`src/rtl/disp_scan_ctrl.sv`:
```
// Multiplexed N-digit 7-segment scan controller with blanking guard and frame-synchronous shadow update.
// Optional leading-zero suppression: define DISP_LEADING_ZERO_BLANK_EN.
module disp_scan_ctrl #(
    parameter int N_DIGITS  = 4,
    parameter int PRESCALE  = 50000,
    parameter int BLANK_CYC = 16
) (
    input  logic                  clk,
    input  logic                  rst_n,
    input  logic                  en,
    input  logic [4*N_DIGITS-1:0] digits_i,
    input  logic                  upd_req,
    output logic                  upd_ack,
    output logic [3:0]            nib_o,
    output logic [N_DIGITS-1:0]   an_o,
    output logic                  frame_o
);

    localparam int CW = (PRESCALE > 1) ? $clog2(PRESCALE) : 1;
    localparam int IW = $clog2(N_DIGITS);
    localparam int SW = 4 * N_DIGITS;

    localparam logic [CW-1:0] CNT_LAST = CW'(PRESCALE - 1);
    localparam logic [CW-1:0] BLK_LAST = CW'(BLANK_CYC - 1);
    localparam logic [IW-1:0] IDX_LAST = IW'(N_DIGITS - 1);

    typedef enum logic [1:0] {
        IDLE,
        BLANK,
        SHOW
    } state_t;

    state_t              state_q, state_d;
    logic [IW-1:0]       idx_q, idx_d;
    logic [CW-1:0]       cnt_q, cnt_d;
    logic [SW-1:0]       shadow_q, shadow_d;
    logic [N_DIGITS-1:0] an_q, an_d;
    logic [3:0]          nib_q, nib_d;
    logic                ack_q, ack_d;
    logic                frame_q, frame_d;
    logic                cap;

    function automatic logic lz_dark(input logic [IW-1:0] idx,
                                     input logic [SW-1:0] sh);
`ifdef DISP_LEADING_ZERO_BLANK_EN
        return (idx != '0) && ((sh >> {idx, 2'b00}) == '0);
`else
        return 1'b0 & (|idx) & (|sh);
`endif
    endfunction

    always_comb begin
        state_d = state_q;
        idx_d   = idx_q;
        cnt_d   = cnt_q;
        unique case (state_q)
            IDLE: begin
                idx_d = '0;
                cnt_d = '0;
                if (en) state_d = BLANK;
            end
            BLANK: begin
                if (!en) begin
                    state_d = IDLE;
                    idx_d   = '0;
                    cnt_d   = '0;
                end else begin
                    cnt_d = cnt_q + CW'(1);
                    if (cnt_q == BLK_LAST) state_d = SHOW;
                end
            end
            SHOW: begin
                if (!en) begin
                    state_d = IDLE;
                    idx_d   = '0;
                    cnt_d   = '0;
                end else if (cnt_q == CNT_LAST) begin
                    state_d = BLANK;
                    cnt_d   = '0;
                    idx_d   = (idx_q == IDX_LAST) ? '0 : idx_q + IW'(1);
                end else begin
                    cnt_d = cnt_q + CW'(1);
                end
            end
            default: begin
                state_d = IDLE;
                idx_d   = '0;
                cnt_d   = '0;
            end
        endcase
    end

    // Outputs are registered from next-state, so they line up with the state they describe.
    // Shadow loads as the frame-end cycle begins; nib/an for that cycle still use the old frame.
    always_comb begin
        frame_d  = (state_d == SHOW) && (idx_d == IDX_LAST) &&
                   (cnt_d == CNT_LAST);
        cap      = upd_req && ((state_q == IDLE) || frame_d);
        ack_d    = cap;
        shadow_d = cap ? digits_i : shadow_q;
        nib_d    = '0;
        an_d     = '1;
        if (state_d != IDLE) nib_d = shadow_q[{idx_d, 2'b00} +: 4];
        if (state_d == SHOW && !lz_dark(idx_d, shadow_q)) an_d[idx_d] = 1'b0;
    end

    always_ff @(posedge clk or negedge rst_n) begin
        if (!rst_n) begin
            state_q  <= IDLE;
            idx_q    <= '0;
            cnt_q    <= '0;
            shadow_q <= '0;
            an_q     <= '1;
            nib_q    <= '0;
            ack_q    <= 1'b0;
            frame_q  <= 1'b0;
        end else begin
            state_q  <= state_d;
            idx_q    <= idx_d;
            cnt_q    <= cnt_d;
            shadow_q <= shadow_d;
            an_q     <= an_d;
            nib_q    <= nib_d;
            ack_q    <= ack_d;
            frame_q  <= frame_d;
        end
    end

    assign an_o    = an_q;
    assign nib_o   = nib_q;
    assign upd_ack = ack_q;
    assign frame_o = frame_q;

endmodule

```
`config.mk`:
```
export PLATFORM = sky130hd
export DESIGN_NAME = disp_scan_ctrl
export DESIGN_NICKNAME = d
export VERILOG_FILES = /design/src/rtl/disp_scan_ctrl.sv
export SDC_FILE = /design/constraint.sdc
export NUM_CORES = 1
export LEC_CHECK = 0
export CAP_MARGIN = 30
export CORE_MARGIN = 1
export CORE_UTILIZATION = 25
export CTS_BUF_LIST = sky130_fd_sc_hd__clkbuf_2 sky130_fd_sc_hd__clkbuf_4 sky130_fd_sc_hd__clkbuf_8
export DETAILED_ROUTE_END_ITERATION = 6
export PLACE_DENSITY = 0.45
export SLEW_MARGIN = 20
export SYNTH_ARGS = -nofsm -noshare
export SYNTH_HDL_FRONTEND = slang
export SYNTH_SLANG_ARGS = --single-unit
export TNS_END_PERCENT = 5
```
`constraint.sdc`:
```
create_clock -name clk -period 8.6 [get_ports clk]
set_input_delay 0.86 -clock clk [delete_from_list [all_inputs] [get_ports clk]]
set_output_delay 0.86 -clock clk [all_outputs]
set_load 0.005 [all_outputs]
```
* Yosys cells after proc, flatten, opt, wreduce, memory -nomap -nowiden *
Cells that the tools add are included.

cells by class
  $add $sub $neg = 2
  order comparisons = 2
  reductions and logical operators = 7
  mux-type cells = 19
  bitwise operators = 1
  shifts and indexed selects = 1
  equality and inequality tests = 8

operators by type and width
  operator               count
  $mux 16                3
  $eq 16x16->1 const B   2
  $pmux 16 s2            1
  $mux 2                 9
  $add 16x1->16 const B  1
  $eq 16x4->1 const B    1
  $shiftx 16x5->4        1
  $eq 2x2->1 const B     4
  $mux 4                 2
  $pmux 2 s3             1
  $logic_and 1x1->1      4
  $not 4->4              1
  $pmux 2 s2             1
  $lt 2x3->1 const B     1
  $add 2x1->2 const B    1
  $demux 1 s2            1
  $eq 2x1->1 const B     1
  $ge 2x1->1 const B     1
  $logic_not 2->1        1
  $reduce_bool 2->1      1
  $logic_or 1x1->1       1
  $mux 1                 1

word-level totals
  input port bits = 20
  register bits = 46
  word-level logic and storage cells = 48
  output and inout port bits = 10

* Logic depth before layout (Yosys ltp) *
Gate-level depths: netlist of run 1.

  depth after elaboration = 11
  depth in mapped cells = 11

* Worst setup path before layout of run 1 *
No wires, ideal clock.

  kind = in2reg
  start point = input port en
  end point = register shadow_q[10]
  setup time = 145 ps
  buffers on the path = 2
  stages on the path = 9
  slack = 5630 ps
  data required time = 8455 ps
  arrival time = 2826 ps
  cells stage by stage = and2_0 > or4_1 > o21ai_0 > nand4b_1 > or4_4 > buf_6 > buf_6 > a222oi_1 > o311ai_1

on the way
  longest elaborated chain between the ends = 7

RTL lines
  what                                             RTL line  RTL
  from (decl)                                      10        input logic en,
  branches (longest 4 deep; another with $mux 16)  n/a
  $logic_and 1x1->1 (*)                            96        frame_d = (state_d == SHOW) && (idx_d == IDX_LAST) &&
  $logic_or 1x1->1 (*)                             98        cap = upd_req && ((state_q == IDLE) || frame_d);
  $logic_and 1x1->1 (*)                            98
  to (signal assigned)                             121       shadow_q <= shadow_d;
  to (decl)                                        36        logic [SW-1:0] shadow_q, shadow_d;

Every way passes the cells marked *.
A chain may end at the register's enable or synchronous reset.

* Final worst setup path of run 1 *
  start point = input port en
  end point = register shadow_q[0]

The elaborated chain is that of the path after synthesis.

==> implementation parameters, run 1 <==
Parameter                              Value

Power and ir drop
  Proportion of power drawn by combinational gates    34.4%
  Peak VDD IR    slightly above 0.00008 V
  Power density normalized to cell area    203 mW/mm²
  P_int    0.428 mW
  Clock power share    22.1%
  Leak    1.26 nW
  Switching power    0.244 mW
  Sequential share of power    roughly 44%
  Net Sw Frac    between 30% and 40%

Clock network
  Post-CTS clock slew at the launch and capture registers of the worst setup and hold paths    0.10 ns
  Maximum count of clock buffers along a single path    2
  Count of cells resized by post-cts repair    0
  Number of buffers added for setup after CTS    0
  Inserted Clock Buffers    5
  Clock latency reported for the late side of the worst-skew pair    0.31 ns
  H-tree depth reported by CTS    2
  CTS tree    yes
  Cell chosen for the clock root    sky130_fd_sc_hd__clkbuf_8
  CTS Sinks    between 40 and 50
  Number of buffers inserted for hold repair after clock tree synthesis    0

Logic synthesis
  Share of synthesized area occupied by flip-flops and latches    41.1%
  Cell count after synthesis    310
  Commonest register cell after synthesis    sky130_fd_sc_hd__dfrtp_1
  Synthesis-stage register bit count    46
  Area share of the largest cell type after synthesis    37.3%
  Distinct cell type count after synthesis    50
  Average footprint of a synthesized cell    9.08 µm²
  Share of flip-flops with an asynchronous set or reset    100%
  Number of enable flip-flop cells after synthesis    0
  Warnings, synthesis    0
  Top cells by area, synth    sky130_fd_sc_hd__dfrtp_1, sky130_fd_sc_hd__a222oi_1, sky130_fd_sc_hd__nor2_1
  Synthesized Nets    336
  Post-synthesis instance area    0.00282 mm²
  Library cell with the largest summed area after synthesis    sky130_fd_sc_hd__dfrtp_1

Timing
  Setup slack after layout    roughly 5.1 ns
  Max-slew violation total from the final report    0
  Aggregate negative setup slack    0 ns
  Largest clock skew in the final design    0.00850 ns
  Final Cycle Share    approximately two fifths
  Clock period minus final worst setup slack    3.53 ns
  Final-report hold violation count    0
  Worst Max-Slew Pin Slew    ~1 ns
  Total setup violations reported at the end of the flow    0
  Setup repair after global routing missed its margin    no
  Max Clock Freq    0.283 GHz
  Headroom to the max-slew limit    32.8%

Placed design
  Worst-case setup slack after placement    4.77 ns
  GPL Wtd Cong    approximately 0.8
  Number of I/O port buffers    29
  Post-detailed-placement half-perimeter wirelength    between 5 and 6 mm

Die
  Starting density of the core    25.9%
  Horiz. Die Dim    108 µm
  Count of pins on the block boundary    30
  Rows    38
  Floorplan core area    0.0109 mm²
  Die span in y    approximately 110 µm
  Area of the die    0.0117 mm²

Global routing
  Largest net degree at the start of global routing    47
  Global route total overflow    0
  Number of global-route vias before repair    2296
  Wire length of the first global-routing pass    12.4 mm
  Initial antenna violation count    0
  Combined global-route utilization of all metal layers    13.5%

Route
  Overall routed net length    7.56 mm
  Vias per cell    5.37
  Count of routing violations after the opening detailed-route iteration    between 200 and 300
  Number of remaining DRC errors    0
  Residual antenna-violating net count after detailed routing    0
  Average wire per standard cell    16.2 µm
  Number of search-and-repair iterations in the first detailed-routing pass    6
  Via total after detailed routing    2510

Worst setup path
  Slowest Stage Delay on Critical Path    0.80 ns
  Critical Path Start    en
  Arr. time, crit path    between 3 and 4 ns
  Required time at the worst-slack endpoint    8.79 ns
  Cell count of the worst reg-to-reg path    8
  Worst reg2reg endpoint    shadow_q[14]
  Nature of the critical path endpoint    register
  Critical path fanouts, max    16
  Reg2reg setup slack    5.26 ns
  Launch point of the worst reg-to-reg path    cnt_q[5]
  Series of cell instances along the critical path    clkdlybuf4s50_1, and2_0, or4_1, o21ai_0, nand4b_1, nor4_4, nand4_1, o311ai_0
  Kind of critical path    input pin to register
  Slowest stage cell on the critical path    sky130_fd_sc_hd__nor4_4
  Crit path launch type    input pin
  Capture point of the critical path    shadow_q[0]

Final layout
  Share of final-layout standard cells stronger than drive strength 1    under 10%
  Post-layout nets    352
  Filler Cells Inserted    1133
  Diodes inserted    0
  Layout area overhead    17.8%

Job
  Maxcap violations    0

Worst hold path
  Worst min-delay path class    register to register
  Worst hold path depth    2

Outcome
  Status    complete, no violations
## layout by cell type, fill, tap and decap left out, types with 10 or more instances in the layout
cell type and count:
sky130_fd_sc_hd__dfrtp_1 42, sky130_fd_sc_hd__nor2_1 41, sky130_fd_sc_hd__clkdlybuf4s50_1 28, sky130_fd_sc_hd__inv_1 25
sky130_fd_sc_hd__nand4_1 20, sky130_fd_sc_hd__a222oi_1 16, sky130_fd_sc_hd__nand2_1 15, sky130_fd_sc_hd__nand3_1 13
sky130_fd_sc_hd__nor3_1 10, sky130_fd_sc_hd__xnor2_1 10, sky130_fd_sc_hd__o311ai_1 10
## through the flow
step	area, µm²	instances	util (%)	hold slack [ns]	power, mW
6_report	3320	467	30.5	0.544	0.672
5_1_grt	3320	467	30.5	0.573	0.719
4_1_cts	3320	467	30.5	0.546	0.676
3_5_place_dp	3220	459	29.6	0.524	0.526
3_3_place_gp	3190	458	29.3	0.517	0.523
2_1_floorplan	2820	310	-	0.494	0.451
## cell usage after synthesis (2+ instances only)
| master | number |
|---|---|
| sky130_fd_sc_hd__o311ai_0 | 6 |
| sky130_fd_sc_hd__buf_1 | 2 |
| sky130_fd_sc_hd__nand2_1 | 15 |
| sky130_fd_sc_hd__nand3b_1 | 2 |
| sky130_fd_sc_hd__xnor2_1 | 10 |
| sky130_fd_sc_hd__nor3_1 | 10 |
| sky130_fd_sc_hd__o21ai_0 | 6 |
| sky130_fd_sc_hd__and2_1 | 2 |
| sky130_fd_sc_hd__ha_1 | 6 |
| sky130_fd_sc_hd__nand4_1 | 20 |
| sky130_fd_sc_hd__nand2b_1 | 2 |
| sky130_fd_sc_hd__nor4_2 | 3 |
| sky130_fd_sc_hd__buf_6 | 2 |
| sky130_fd_sc_hd__buf_2 | 6 |
| sky130_fd_sc_hd__inv_1 | 25 |
| sky130_fd_sc_hd__clkbuf_2 | 3 |
| sky130_fd_sc_hd__o211ai_1 | 2 |
| sky130_fd_sc_hd__and3_1 | 5 |
| sky130_fd_sc_hd__a32oi_1 | 3 |
| sky130_fd_sc_hd__clkbuf_1 | 11 |
| sky130_fd_sc_hd__nor2_1 | 41 |
| sky130_fd_sc_hd__dfrtp_1 | 42 |
| sky130_fd_sc_hd__mux2i_1 | 5 |
| sky130_fd_sc_hd__nor4_1 | 3 |
| sky130_fd_sc_hd__a31oi_1 | 3 |
| sky130_fd_sc_hd__a21oi_1 | 5 |
| sky130_fd_sc_hd__and4_1 | 2 |
| sky130_fd_sc_hd__o21a_1 | 2 |
| sky130_fd_sc_hd__o311ai_1 | 10 |
| sky130_fd_sc_hd__a222oi_1 | 16 |
| sky130_fd_sc_hd__nand3_1 | 13 |
| sky130_fd_sc_hd__dfstp_2 | 4 |
| sky130_fd_sc_hd__xor2_1 | 6 |
## cell families (layout without fill, tap and decap cells)
kind of cell | Yosys count | after routing | synth area share [%]
AND/OR/NAND/NOR | 128 | 128 | 24.5
AO/OA/AOI/OAI | 60 | 60 | 17.5
buffers and inverters | 49 | 66 | 7.47
flip-flops | 46 | 46 | 41.1
XOR/XNOR | 16 | 16 | 4.98
adder cells (fa/ha/maj) | 6 | 6 | 2.67
multiplexers | 5 | 5 | 1.78
## sequential cells by signal (all words and copies together), names as in the netlist
| name | count |
|---|---|
| cnt_q | 16 |
| shadow_q | 16 |
| an_o | 4 |
| nib_o | 4 |
| idx_q | 2 |
| state_q | 2 |
| frame_o | 1 |
| upd_ack | 1 |
## power groups by stage
stage	clock [mW]	combinational [mW]	sequential, mW
floorplan	0	0.162	0.289
CTS	0.153	0.231	0.292
global route	0.161	0.261	0.298
detailed placement	0	0.230	0.296
finish	0.149	0.231	0.292
global placement	0	0.227	0.296
## metal layers
metal	GRT usage, %	vias to the layer above	wire length (µm)
met3	1.93	5	333
li1	-	1191	-
met1	20.9	1245	3710
met2	19.4	69	3430
met4	3.23	0	80
met5	0	-	0
## final cells by class
type                    instances  area (µm²)  share of cell area [%]
clock buffers                   6        82.6                    2.49
inverters                      25        93.8                    2.83
multi-input cells             215        1460                    43.9
flip-flops and latches         46        1160                    34.9
well taps                     140         175                    5.28
clock inverters                 2        16.3                   0.490
repair buffers                 33         335                    10.1
## critical path, delay by kind of cell
kind                   cells  cell delay, ns
buffers and inverters      1            0.52
AOI/OAI and AO/OA          2            0.30
and+or+nand+nor            5            2.04
## worst min path at each step
| stage | end | startpoint | slack, ns |
|---|---|---|---|
| final | shadow_q[12] | shadow_q[12] | 0.54 |
| after global routing | shadow_q[11] | shadow_q[11] | 0.57 |
| after CTS | shadow_q[12] | shadow_q[12] | 0.55 |
| after detailed placement | shadow_q[12] | shadow_q[12] | 0.52 |
| after global placement | shadow_q[8] | shadow_q[8] | 0.52 |
| after floorplan | cnt_q[0] | cnt_q[0] | 0.49 |
(Power assumes the default switching activity.)
==> run 2, diff against run 1 <==
PLACE_DENSITY = 0.46   (was 0.45)
clock period = 3.02 ns   (was 8.6 ns; I/O delays follow)
==> run 2 against run 1 <==
Compared with the run above:
- the flow now finishes with violations (DRC)
- clock skew increased by 0.0096 ns
- sequential share of layout area is 1.4 points lower
- hold slack lost 0.49 ns
- via count increased by 2.5%
- register-to-register slack got worse by 5.2 ns
- worst setup slack worse by 5.0 ns
- routed wire length rose by 6.3%
- global-route usage rose by 0.69 points
- non-clock buffer count is 14 higher
- final cell count is 3.2% higher
- die area unchanged
- clock power grew to 2.7 times the previous value
- critical path type is now register to register
==> implementation parameters, run 2 (synthesized netlist as in run 1, its figures left out) <==
Parameter                              Value

Outcome
  Status    complete, but fails checks
  Failing checks    DRC

Timing
  Aggregate negative setup slack    0 ns (unchanged)
  Final-report hold violation count    0 (unchanged)
  Final Cycle Share    96.4%
  Clock period minus final worst setup slack    2.91 ns
  Setup repair after global routing missed its margin    no
  Headroom to the max-slew limit    50.4% (+18 points)
  Max Clock Freq    ~0.34 GHz
  Max-slew violation total from the final report    0 (unchanged)
  Worst Max-Slew Pin Slew    0.745 ns (-0.255 ns)
  Total setup violations reported at the end of the flow    0 (unchanged)
  Largest clock skew in the final design    0.0181 ns (+0.00958 ns)

Power and ir drop
  Leak    1.34 nW (+6.2%)
  Overall power    1.95 mW (+190%)
  Power density normalized to cell area    564 mW/mm² (+180%)
  Peak VDD IR    0.000164 V (+100%)

Worst setup path
  Worst reg2reg endpoint    shadow_q[1]
  Required time at the worst-slack endpoint    3.19 ns (-5.60 ns)
  Reg2reg setup slack    0.11 ns (-5.15 ns)
  Crit path launch type    register
  Capture point of the critical path    shadow_q[1]
  Arr. time, crit path    3.08 ns (-0.64 ns)
  Nature of the critical path endpoint    register
  Critical Path Start    state_q[1]
  Cell count of the worst reg-to-reg path    9 (+1)
  Launch point of the worst reg-to-reg path    state_q[1]
  Kind of critical path    register to register
  Critical path fanouts, max    8 (-8)

Die
  Floorplan core area    0.0109 mm² (unchanged)
  Die span in y    108 µm (unchanged)
  Horiz. Die Dim    108 µm (unchanged)
  Starting density of the core    25.9% (unchanged)
  Count of pins on the block boundary    30 (unchanged)
  Area of the die    0.0117 mm² (unchanged)
  Rows    38 (unchanged)

Route
  Overall routed net length    8.04 mm (+6.3%)
  Vias per cell    5.34 (-0.64%)
  Residual antenna-violating net count after detailed routing    0 (unchanged)
  Number of remaining DRC errors    2 (+2)
  Number of search-and-repair iterations in the first detailed-routing pass    7 (+1)
  Average wire per standard cell    16.7 µm (+3.0%)
  Count of routing violations after the opening detailed-route iteration    316 (+8.6%)
  Via total after detailed routing    2574 (+2.5%)

Clock network
  Cell chosen for the clock root    sky130_fd_sc_hd__clkbuf_8
  H-tree depth reported by CTS    2 (unchanged)
  Clock latency reported for the late side of the worst-skew pair    0.31 ns (about the same)
  Maximum count of clock buffers along a single path    2 (unchanged)
  Inserted Clock Buffers    5 (unchanged)
  CTS Sinks    46 (unchanged)
  Post-CTS clock slew at the launch and capture registers of the worst setup and hold paths    0.10 ns (about the same)
  CTS tree    yes
  Number of buffers inserted for hold repair after clock tree synthesis    0 (unchanged)

Global routing
  Wire length of the first global-routing pass    13.1 mm (+5.1%)
  Initial antenna violation count    0 (unchanged)
  Number of global-route vias before repair    2438 (+6.2%)
  Global route total overflow    0 (unchanged)
  Combined global-route utilization of all metal layers    14.2% (+0.69 points)
  Largest net degree at the start of global routing    35 (-26%)

Job
  Maxcap violations    0 (unchanged)

Final layout
  Registers with the highest flip-flop counts    cnt_q (16), shadow_q (16)
  Share of final-layout standard cells stronger than drive strength 1    14.0% (+6.7 points)
  Commonest cells after routing, fill and taps aside    sky130_fd_sc_hd__dfrtp_1, sky130_fd_sc_hd__nor2_1, sky130_fd_sc_hd__clkdlybuf4s50_1
  Layout area overhead    22.6%
  Most common cell after layout, fill and taps aside    sky130_fd_sc_hd__dfrtp_1
  Diodes inserted    0 (unchanged)
  Post-layout nets    367 (+4.3%)

Placed design
  Number of I/O port buffers    29 (unchanged)
  GPL Wtd Cong    0.794 (+0.62%)
  Post-detailed-placement half-perimeter wirelength    5.41 mm (+5.9%)

Worst hold path
  Worst min-delay path class    input pin to asynchronous set/reset pin
[run 2: per-stage QoR]
| stage | instances | worst slack [ns] | instance area [µm²] | hold WS (ns) | util [%] |
|---|---|---|---|---|---|
| 2_1_floorplan | 310 | 0.0977 | 2820 | 0.00641 | - |
| 3_3_place_gp | 470 | 0.104 | 3280 | 0.425 | 30.2 |
| 3_5_place_dp | 470 | 0.0397 | 3280 | 0.422 | 30.2 |
| 4_1_cts | 478 | 0.0281 | 3370 | 0.0775 | 31.0 |
| 5_1_grt | 482 | 0.000788 | 3450 | 0.105 | 31.7 |
| 6_report | 482 | 0.108 | 3450 | 0.0544 | 31.7 |
[run 2: final cells by class]
type | instances | area (µm²)
Timing Repair Buffer | 47 | 433
Fill cell | 1132 | 7440
Clock inverter | 2 | 13.8
Clock buffer | 6 | 76.3
Inverter | 25 | 93.8
Multi-Input combinational cell | 216 | 1500
Tap cell | 140 | 175
Sequential cell | 46 | 1160
[run 2: how the worst min path moves through the flow]
| stage | to | startpoint | slack [ns] |
|---|---|---|---|
| floorplan | cnt_q[0] | rst_n | 0.006 |
| global placement | cnt_q[0] | rst_n | 0.42 |
| detailed placement | cnt_q[0] | rst_n | 0.42 |
| CTS | shadow_q[11] | rst_n | 0.08 |
| global route | shadow_q[15] | rst_n | 0.10 |
| finish | shadow_q[5] | rst_n | 0.05 |
[run 2: worst max-delay path: stages (launching register included)]
cell and delay (ns):
sky130_fd_sc_hd__dfrtp_1 0.41, sky130_fd_sc_hd__inv_2 0.10, sky130_fd_sc_hd__ha_4 0.21, sky130_fd_sc_hd__and2_4 0.16, sky130_fd_sc_hd__or4_4 0.49, sky130_fd_sc_hd__o21ai_4 0.08, sky130_fd_sc_hd__nand4b_1 0.20, sky130_fd_sc_hd__or4_4 0.68
sky130_fd_sc_hd__a222oi_1 0.30, sky130_fd_sc_hd__o311ai_1 0.16
[run 2: routing by layer]
| metal | part of all wire, % | global-route usage (%) | wire (µm) |
|---|---|---|---|
| met5 | 0 | 0 | 0 |
| met1 | 48 | 20.4 | 3860 |
| met4 | 0.88 | 3.52 | 71 |
| met3 | 3.6 | 1.93 | 288 |
| met2 | 47 | 22.3 | 3820 |
[run 2: repair_timing]
action	CTS	global route
setup buffers	0	3
resized for setup	0	16
setup endpoints to repair	0	16
[run 2: power by group]
| group | total [mW] | internal (mW) | switching [mW] |
|---|---|---|---|
| Clock | 0.403 | 0.173 | 0.230 |
| Combinational | 0.720 | 0.321 | 0.399 |
| Sequential | 0.824 | 0.748 | 0.0755 |
